### src/rtl/mc_pkg.sv
// Shared encodings for the multicycle MIPS-subset controller: states, opcodes,
// funct codes, ALU op classes, ALU control codes and datapath mux selects.
package mc_pkg;

    typedef enum logic [3:0] {
        S_FETCH    = 4'd0,
        S_DECODE   = 4'd1,
        S_MEMADR   = 4'd2,
        S_MEMRD    = 4'd3,
        S_MEMWB    = 4'd4,
        S_MEMWR    = 4'd5,
        S_EXECUTE  = 4'd6,
        S_ALUWB    = 4'd7,
        S_BRANCH   = 4'd8,
        S_ADDIEXEC = 4'd9,
        S_ADDIWB   = 4'd10,
        S_JUMP     = 4'd11
    } statetype_t;

    localparam logic [5:0] OP_LW    = 6'b100011;
    localparam logic [5:0] OP_SW    = 6'b101011;
    localparam logic [5:0] OP_RTYPE = 6'b000000;
    localparam logic [5:0] OP_BEQ   = 6'b000100;
    localparam logic [5:0] OP_ADDI  = 6'b001000;
    localparam logic [5:0] OP_J     = 6'b000010;

    localparam logic [5:0] FN_ADD = 6'b100000;
    localparam logic [5:0] FN_SUB = 6'b100010;
    localparam logic [5:0] FN_AND = 6'b100100;
    localparam logic [5:0] FN_OR  = 6'b100101;
    localparam logic [5:0] FN_SLT = 6'b101010;

    typedef enum logic [1:0] {
        ALUOP_ADD   = 2'b00,
        ALUOP_SUB   = 2'b01,
        ALUOP_FUNCT = 2'b10,
        ALUOP_RSVD  = 2'b11
    } aluop_t;

    localparam logic [2:0] ALU_ADD = 3'b010;
    localparam logic [2:0] ALU_SUB = 3'b110;
    localparam logic [2:0] ALU_AND = 3'b000;
    localparam logic [2:0] ALU_OR  = 3'b001;
    localparam logic [2:0] ALU_SLT = 3'b111;

    localparam logic [1:0] SRCB_REG   = 2'b00;
    localparam logic [1:0] SRCB_FOUR  = 2'b01;
    localparam logic [1:0] SRCB_IMM   = 2'b10;
    localparam logic [1:0] SRCB_IMMSH = 2'b11;

    localparam logic [1:0] PCSRC_ALU    = 2'b00;
    localparam logic [1:0] PCSRC_ALUOUT = 2'b01;
    localparam logic [1:0] PCSRC_JUMP   = 2'b10;

endpackage

### src/rtl/aludec.sv
// ALU decoder: maps the controller's ALU op class plus funct to an ALU control code.
// Purely combinational, zero latency; no flow control.
module aludec
    import mc_pkg::*;
(
    input  aluop_t      aluop,
    input  logic [5:0]  funct,
    output logic [2:0]  alucontrol
);

    always_comb begin
        alucontrol = ALU_ADD;
        case (aluop)
            ALUOP_ADD: alucontrol = ALU_ADD;
            ALUOP_SUB: alucontrol = ALU_SUB;
            ALUOP_FUNCT: begin
                case (funct)
                    FN_ADD:  alucontrol = ALU_ADD;
                    FN_SUB:  alucontrol = ALU_SUB;
                    FN_AND:  alucontrol = ALU_AND;
                    FN_OR:   alucontrol = ALU_OR;
                    FN_SLT:  alucontrol = ALU_SLT;
                    default: alucontrol = ALU_ADD;
                endcase
            end
            default:   alucontrol = ALU_ADD;
        endcase
    end

endmodule

### src/rtl/mc_controller.sv
// Multicycle MIPS-subset control unit: Moore FSM driving every datapath enable and mux select.
// Outputs follow the registered state; only pcen also sees zero combinationally. No flow control.
module mc_controller
    import mc_pkg::*;
(
    input  logic        clk,
    input  logic        reset,
    input  logic [5:0]  op,
    input  logic [5:0]  funct,
    input  logic        zero,
    output logic        pcen,
    output logic        iord,
    output logic        memwrite,
    output logic        irwrite,
    output logic        regdst,
    output logic        memtoreg,
    output logic        regwrite,
    output logic        alusrca,
    output logic [1:0]  alusrcb,
    output logic [1:0]  pcsrc,
    output logic [2:0]  alucontrol
);

    statetype_t state_q, state_d;
    statetype_t cur_state;
    aluop_t     aluop;
    logic       pcwrite;
    logic       branch;

    always_ff @(posedge clk) begin
        if (reset) state_q <= S_FETCH;
        else       state_q <= state_d;
    end

    // During reset the outputs present FETCH values, minus every write enable.
    assign cur_state = reset ? S_FETCH : state_q;

    always_comb begin
        state_d  = S_FETCH;
        iord     = 1'b0;
        memwrite = 1'b0;
        irwrite  = 1'b0;
        regdst   = 1'b0;
        memtoreg = 1'b0;
        regwrite = 1'b0;
        alusrca  = 1'b0;
        alusrcb  = SRCB_REG;
        pcsrc    = PCSRC_ALU;
        aluop    = ALUOP_ADD;
        pcwrite  = 1'b0;
        branch   = 1'b0;
        case (cur_state)
            S_FETCH: begin
                irwrite = 1'b1;
                alusrcb = SRCB_FOUR;
                pcwrite = 1'b1;
                state_d = S_DECODE;
            end
            S_DECODE: begin
                alusrcb = SRCB_IMMSH;
                case (op)
                    OP_LW, OP_SW: state_d = S_MEMADR;
                    OP_RTYPE:     state_d = S_EXECUTE;
                    OP_BEQ:       state_d = S_BRANCH;
                    OP_ADDI:      state_d = S_ADDIEXEC;
                    OP_J:         state_d = S_JUMP;
                    default:      state_d = S_FETCH;
                endcase
            end
            S_MEMADR: begin
                alusrca = 1'b1;
                alusrcb = SRCB_IMM;
                state_d = (op == OP_SW) ? S_MEMWR : S_MEMRD;
            end
            S_MEMRD: begin
                iord    = 1'b1;
                state_d = S_MEMWB;
            end
            S_MEMWB: begin
                memtoreg = 1'b1;
                regwrite = 1'b1;
            end
            S_MEMWR: begin
                iord     = 1'b1;
                memwrite = 1'b1;
            end
            S_EXECUTE: begin
                alusrca = 1'b1;
                aluop   = ALUOP_FUNCT;
                state_d = S_ALUWB;
            end
            S_ALUWB: begin
                regdst   = 1'b1;
                regwrite = 1'b1;
            end
            S_BRANCH: begin
                alusrca = 1'b1;
                aluop   = ALUOP_SUB;
                pcsrc   = PCSRC_ALUOUT;
                branch  = 1'b1;
            end
            S_ADDIEXEC: begin
                alusrca = 1'b1;
                alusrcb = SRCB_IMM;
                state_d = S_ADDIWB;
            end
            S_ADDIWB: begin
                regwrite = 1'b1;
            end
            S_JUMP: begin
                pcsrc   = PCSRC_JUMP;
                pcwrite = 1'b1;
            end
            default: state_d = S_FETCH;
        endcase
        if (reset) begin
            irwrite  = 1'b0;
            memwrite = 1'b0;
            regwrite = 1'b0;
            pcwrite  = 1'b0;
            branch   = 1'b0;
        end
    end

    assign pcen = pcwrite | (branch & zero);

    aludec u_aludec (
        .aluop      (aluop),
        .funct      (funct),
        .alucontrol (alucontrol)
    );

endmodule

### config.mk
export PLATFORM = sky130hd
export DESIGN_NAME = mc_controller
export DESIGN_NICKNAME = d
export VERILOG_FILES = /design/src/rtl/mc_pkg.sv /design/src/rtl/aludec.sv /design/src/rtl/mc_controller.sv
export SDC_FILE = /design/constraint.sdc
export NUM_CORES = 1
export LEC_CHECK = 0
export CORE_MARGIN = 2
export CORE_UTILIZATION = 38
export DETAILED_ROUTE_END_ITERATION = 6
export PLACE_DENSITY = 0.88
export SETUP_SLACK_MARGIN = 0.2
export SLEW_MARGIN = 25
export SYNTH_ARGS = -nofsm -noshare
export SYNTH_HDL_FRONTEND = slang
export SYNTH_SLANG_ARGS = --single-unit
### constraint.sdc
create_clock -name clk -period 3.35 [get_ports clk]
set_input_delay 0.8375 -clock clk [delete_from_list [all_inputs] [get_ports clk]]
set_output_delay 0.8375 -clock clk [all_outputs]
set_load 0.01 [all_outputs]
Yosys cells after proc, flatten, opt, wreduce, memory -nomap -nowiden
Index checks and enable logic that the tools add are counted.
{ "totals": {"mem_count": 0, "latch_bits": 0, "register_bits": 4, "mem_bits_ro": 0, "elab_cells": 56, "in_bits": 15, "output_inout_bits": 15, "ramBits": 0} }
{ "classes": {"shift": 0, "eq_ne": 22, "div_mod_pow": 0, "magnitude_cmp": 0, "reduce_logical": 8, "multipliers": 0, "muxes": 23, "n_addsub": 0, "n_bitwise": 2} }
{ "ops": {"columns": ["cell", "count"], "rows": [
  ["6-bit == test (second input constant)", 6],
  ["4-bit case mux with 6 select lines", 1],
  ["4-bit case mux with 5 select lines", 1],
  ["4-bit by 3-bit == test with 1-bit output (second input constant)", 4],
  ["4-bit == test (second input constant)", 4],
  ["1-bit two-way mux", 14],
  ["3-bit case mux with 4 select lines", 1],
  ["4-bit by 2-bit == test with 1-bit output (second input constant)", 2],
  ["2-bit case mux with 2 select lines", 2],
  ["2-bit OR reduction", 4],
  ["6-bit by 2-bit == test with 1-bit output (second input constant)", 1],
  ["6-bit by 3-bit == test with 1-bit output (second input constant)", 1],
  ["6-bit by 4-bit == test with 1-bit output (second input constant)", 1],
  ["6-bit logical NOT", 1],
  ["2-bit case mux with 3 select lines", 1],
  ["3-bit case mux with 2 select lines", 1],
  ["4-bit by 1-bit == test with 1-bit output (second input constant)", 1],
  ["4-bit logical NOT", 1],
  ["4-bit two-way mux", 1],
  ["4-bit OR reduction", 1],
  ["3-bit two-way mux", 1],
  ["3-bit OR reduction", 1],
  ["2-bit by 1-bit == test with 1-bit output (second input constant)", 1],
  ["2-bit == test (second input constant)", 1],
  ["2 further kinds", 2]
]} }

Longest topological paths before layout
{ "depth": {"depth_word": 6, "ltp_mapped": 7} }

Hierarchy
A second synthesis with hierarchy kept.
{ "hier_totals": {"hier_cells": 87, "area_unflattened_um2": 708.2} }
{ "by_module_without_submodules": {"columns": ["module", "cells_per_inst", "seq_area_each_um2", "instances", "area_each_um2"], "rows": [
  ["mc_controller", 72, 80.1, 1, 589.3],
  ["aludec", 15, 0.0, 1, 118.9]
]} }

Worst setup path after synthesis
No wires, ideal clock.
{ "synth_path": {"path_type": "input to output", "start": "input reset", "end": "output alucontrol[2]", "arrival_ns": 2.264, "n_path_buf": 1, "slack_ns": 0.248, "stages": 6, "path_cell_list": "buf_2 -> nand2b_4 -> or4_1 -> ha_1 -> nand3b_1 -> o22ai_1"} }
{ "synth_between": {"elab_chain_cells": 5} }
{ "synth_rtl": {"columns": ["element", "line", "source"], "rows": [
  ["start, declared", "mc_controller.sv:7", "input logic reset,"],
  ["4-bit two-way mux *", "mc_controller.sv:36", "assign cur_state = reset ? S_FETCH : state_q;"],
  ["4-bit == test / 4-bit by 3-bit == test with 1-bit output (equally long branches)", "mc_controller.sv:52", "case (cur_state)"],
  ["2-bit case mux with 2 select lines *", "mc_controller.sv:52", null],
  ["2-bit == test / 2-bit by 1-bit == test with 1-bit output (equally long branches)", "aludec.sv:13", "case (aluop)"],
  ["3-bit case mux with 2 select lines *", "aludec.sv:13", null],
  ["end, declared", "mc_controller.sv:21", "output logic [2:0] alucontrol"]
]} }
Mark *: on every way between the ends. The rest lies on a longest branch, timed or not.

Worst setup path after layout
Same ends and word-level chain as after synthesis.

==> flow_summary.json <==
{
  "leakagePower_nw": 0.391,
  "gr-usage-all-layers_pct": 22.3,
  "finalHoldViolCount": 0,
  "final.setup.worst_slack_ps": 287,
  "number_of_antenna_violations_at_the_first_check_in_global_routing": 0,
  "synth.lib_cells_used.distinct": 33,
  "synth.cells.most_frequent": "11 x sky130_fd_sc_hd__nor2_1, 8 x sky130_fd_sc_hd__nand3_1, 5 x sky130_fd_sc_hd__inv_1",
  "boundaryPins": 30,
  "detailroute.wirelength.met3_microns": 111,
  "core-area_sq_mm": 0.00135,
  "hold-path-cell-count": 3,
  "synth_area_sq_um": 566,
  "placement_rows": 13,
  "dp_slack_ps": -570,
  "yosysWarningCount": 0,
  "grt_first_pass_wirelength_mm": 3.11,
  "yosys.area.top_type": "sky130_fd_sc_hd__dfxtp_1",
  "asyncSetResetFlopFracSynth_pct": 0,
  "worstMarginPinSlew_ps": 331,
  "top_signal_layer_used": "met4",
  "cts_made_buffers": 3,
  "synth_area_per_cell_sq_um": 6.90,
  "routed-wl-met2_mm": 1.11,
  "drc_errors": 0,
  "cts-root-buf": "sky130_fd_sc_hd__clkbuf_4",
  "ctsHtreeMaxLevel": 1,
  "post_drt_via_cell_ratio": 5.82,
  "insertion_delay_of_the_later_clocked_pin_in_the_worst_skew_pair_ps": 230,
  "layout.nets": 140,
  "drt-wirelength-per-cell_microns": 14.6,
  "detailed_place.area_sq_um": 918,
  "die_height_microns": 42.6,
  "hold_path_class": "reg2reg",
  "synth_sequential_area_ratio_pct": 14.2,
  "synth_flop_cell": "sky130_fd_sc_hd__dfxtp_1",
  "total_power_mw": 0.172,
  "total_of_buffers_placed_on_input_and_output_ports": 29,
  "worst_ir_drop_vdd_mv": 0.0995,
  "tritoncts": "built",
  "crit_start_category": "input pin",
  "ant_nets": 0,
  "totalWireLength_mm": 1.99,
  "die_width_microns": 42.6,
  "finalSetupViolCount": 0,
  "timing.final.crit_share_pct": 91.4,
  "min_from": "state_q[1]$_SDFF_PP0_",
  "synthMostInstantiatedCell": "sky130_fd_sc_hd__nor2_1",
  "sum_of_net_half_perimeters_after_detailed_placement_mm": 1.48,
  "clock_slew_at_the_register_clock_pins_of_the_worst_setup_and_hold_paths_ps": 40,
  "netlist_instances": 82,
  "regMostFlops": "state_q",
  "die_footprint_sq_mm": 0.00181,
  "number_of_global_route_vias_before_repair": 775,
  "initial_core_util_pct": 41.9,
  "timing_worst_setup_path_type": "in2out",
  "final_instance_area_sq_um": 956,
  "max_freq_ghz": 0.326,
  "post_synth_net_total": 99,
  "wl_met1_microns": 757,
  "gp_routability_congestion": 0.846,
  "via_count": 791,
  "count_of_final_max_slew_check_failures": 0,
  "grt-ovfl-total": 0,
  "post-route-util_pct": 70.8,
  "clock_tree.buffer_depth": 2,
  "antenna_cells": 0,
  "max-cap-violations": 0,
  "crit_path_max_fanout": 3,
  "grt_setup_unrepaired": "no",
  "largest_net_degree_at_the_start_of_global_routing": 16,
  "r2r_start": "state_q[3]$_SDFF_PP0_",
  "endpoint_kind": "output pin",
  "largest_reg_flops": 4,
  "maxSlewHeadroom_pct": 77.8,
  "outcome": "finished clean",
  "cts.sink_count": 4,
  "power_per_standard_cell_area_mw_per_mm2": 180,
  "syn2layout_area_growth_pct": 69.0,
  "synth.top_cell.area_share_pct": 14.2,
  "crit_arrival_ps": 2230,
  "clock-skew-final_ps": 6.63,
  "top_regs": "state_q: 4 flops",
  "period_minus_slack_ps": 3060,
  "post_route_cells_drive_above_1_share_pct": 19.8,
  "ff2ff_path_depth": 5,
  "ys_seq_elements": 4,
  "hold_buffers_post_cts": 0,
  "cp-startpoint": "reset",
  "drt_first_pass_iters": 4,
  "drt_iter0_drc": 21,
  "post_synth_main_area_contributors": "sky130_fd_sc_hd__dfxtp_1 14%, sky130_fd_sc_hd__nor2_1 7.3%, sky130_fd_sc_hd__nand3_1 7.1%",
  "number_of_enable_flip_flop_cells_after_synthesis": 0,
  "critPathRequiredTime_ps": 2510
}
[logic make-up (layout without fill, tap and decap cells)]
family / after synthesis / after routing / synth area share, %
muxes: 1 / 1 / 1.77
and+or+nand+nor: 47 / 47 / 48.7
xor gates and xnor gates: 3 / 3 / 4.65
DFF: 4 / 4 / 14.2
AOI/OAI and AO/OA: 15 / 15 / 17.5
buffers and inverters: 10 / 49 / 8.85
adders and majority gates: 2 / 2 / 4.42
[routing by layer]
layer | global-route usage (%) | vias up
li1 | - | 384
met1 | 22.6 | 368
met2 | 42.5 | 37
met3 | 3.45 | 2
met4 | 11.9 | 0
met5 | 0 | -
[worst max-delay path, stage by stage]
cell and delay (ps):
sky130_fd_sc_hd__clkbuf_2 90, sky130_fd_sc_hd__nand2b_4 130, sky130_fd_sc_hd__or4_4 440, sky130_fd_sc_hd__ha_4 260, sky130_fd_sc_hd__nand3b_1 180, sky130_fd_sc_hd__o22ai_2 130, sky130_fd_sc_hd__buf_2 150
[what timing repair did]
item	4_1_cts	5_1_grt
setup endpoints to repair	10	4
gates resized for setup	18	2
pin swaps	4	3
buffers inserted	1	1
[path summary, 6_finish.rpt]
path | slack (ps) | end
setup / recovery | 290 | alucontrol[2]
hold / removal | 710 | state_q[2]$_SDFF_PP0_
setup reg to reg | 1930 | state_q[1]$_SDFF_PP0_
hold reg to reg | 710 | state_q[2]$_SDFF_PP0_
[final cells by class]
type,instances,area [sq um]
inverter,5,18.8
sequential,4,80.1
fill,120,394
clock buffer,3,22.5
tap,15,18.8
multi-input combinational,68,458
timing repair buffer,41,358
[report_power, final]
group	total (mW)	leakage [nW]	switching [mW]	internal, mW
clock	0.0595	0.0138	0.0194	0.0401
sequential	0.0510	0.0326	0.00163	0.0493
combinational	0.0614	0.345	0.0276	0.0339
[through the flow]
| stage | instances | hold slack, ps | setup TNS [ps] |
|---|---|---|---|
| 6_report | 136 | 713 | 0 |
| 5_1_grt | 136 | 720 | 0 |
| 4_1_cts | 135 | 706 | 0 |
| 3_5_place_dp | 131 | 630 | -1600 |
| 3_3_place_gp | 131 | 618 | -1460 |
| 2_1_floorplan | 82 | 579 | 0 |
[placed cells by master (no fill, tap or decap), types with 2 or more instances in the layout]
cell / instances
sky130_fd_sc_hd__a31oi_1: 3
sky130_fd_sc_hd__a21oi_1: 2
sky130_fd_sc_hd__nor3b_1: 2
sky130_fd_sc_hd__dfxtp_1: 4
sky130_fd_sc_hd__a211o_1: 2
sky130_fd_sc_hd__buf_2: 3
sky130_fd_sc_hd__clkdlybuf4s50_1: 23
sky130_fd_sc_hd__inv_1: 5
sky130_fd_sc_hd__nand4_1: 3
sky130_fd_sc_hd__dlygate4sd2_1: 2
sky130_fd_sc_hd__nor2_1: 11
sky130_fd_sc_hd__nor4bb_1: 2
sky130_fd_sc_hd__nor2b_1: 3
sky130_fd_sc_hd__nand2b_1: 2
sky130_fd_sc_hd__clkbuf_4: 3
sky130_fd_sc_hd__xor2_1: 3
sky130_fd_sc_hd__nor3_1: 4
sky130_fd_sc_hd__buf_4: 12
sky130_fd_sc_hd__and3_1: 2
sky130_fd_sc_hd__nand3b_1: 2
sky130_fd_sc_hd__nand3_1: 8
sky130_fd_sc_hd__o21ai_0: 3
sky130_fd_sc_hd__nand2_1: 2
(Power assumes the default switching activity.)
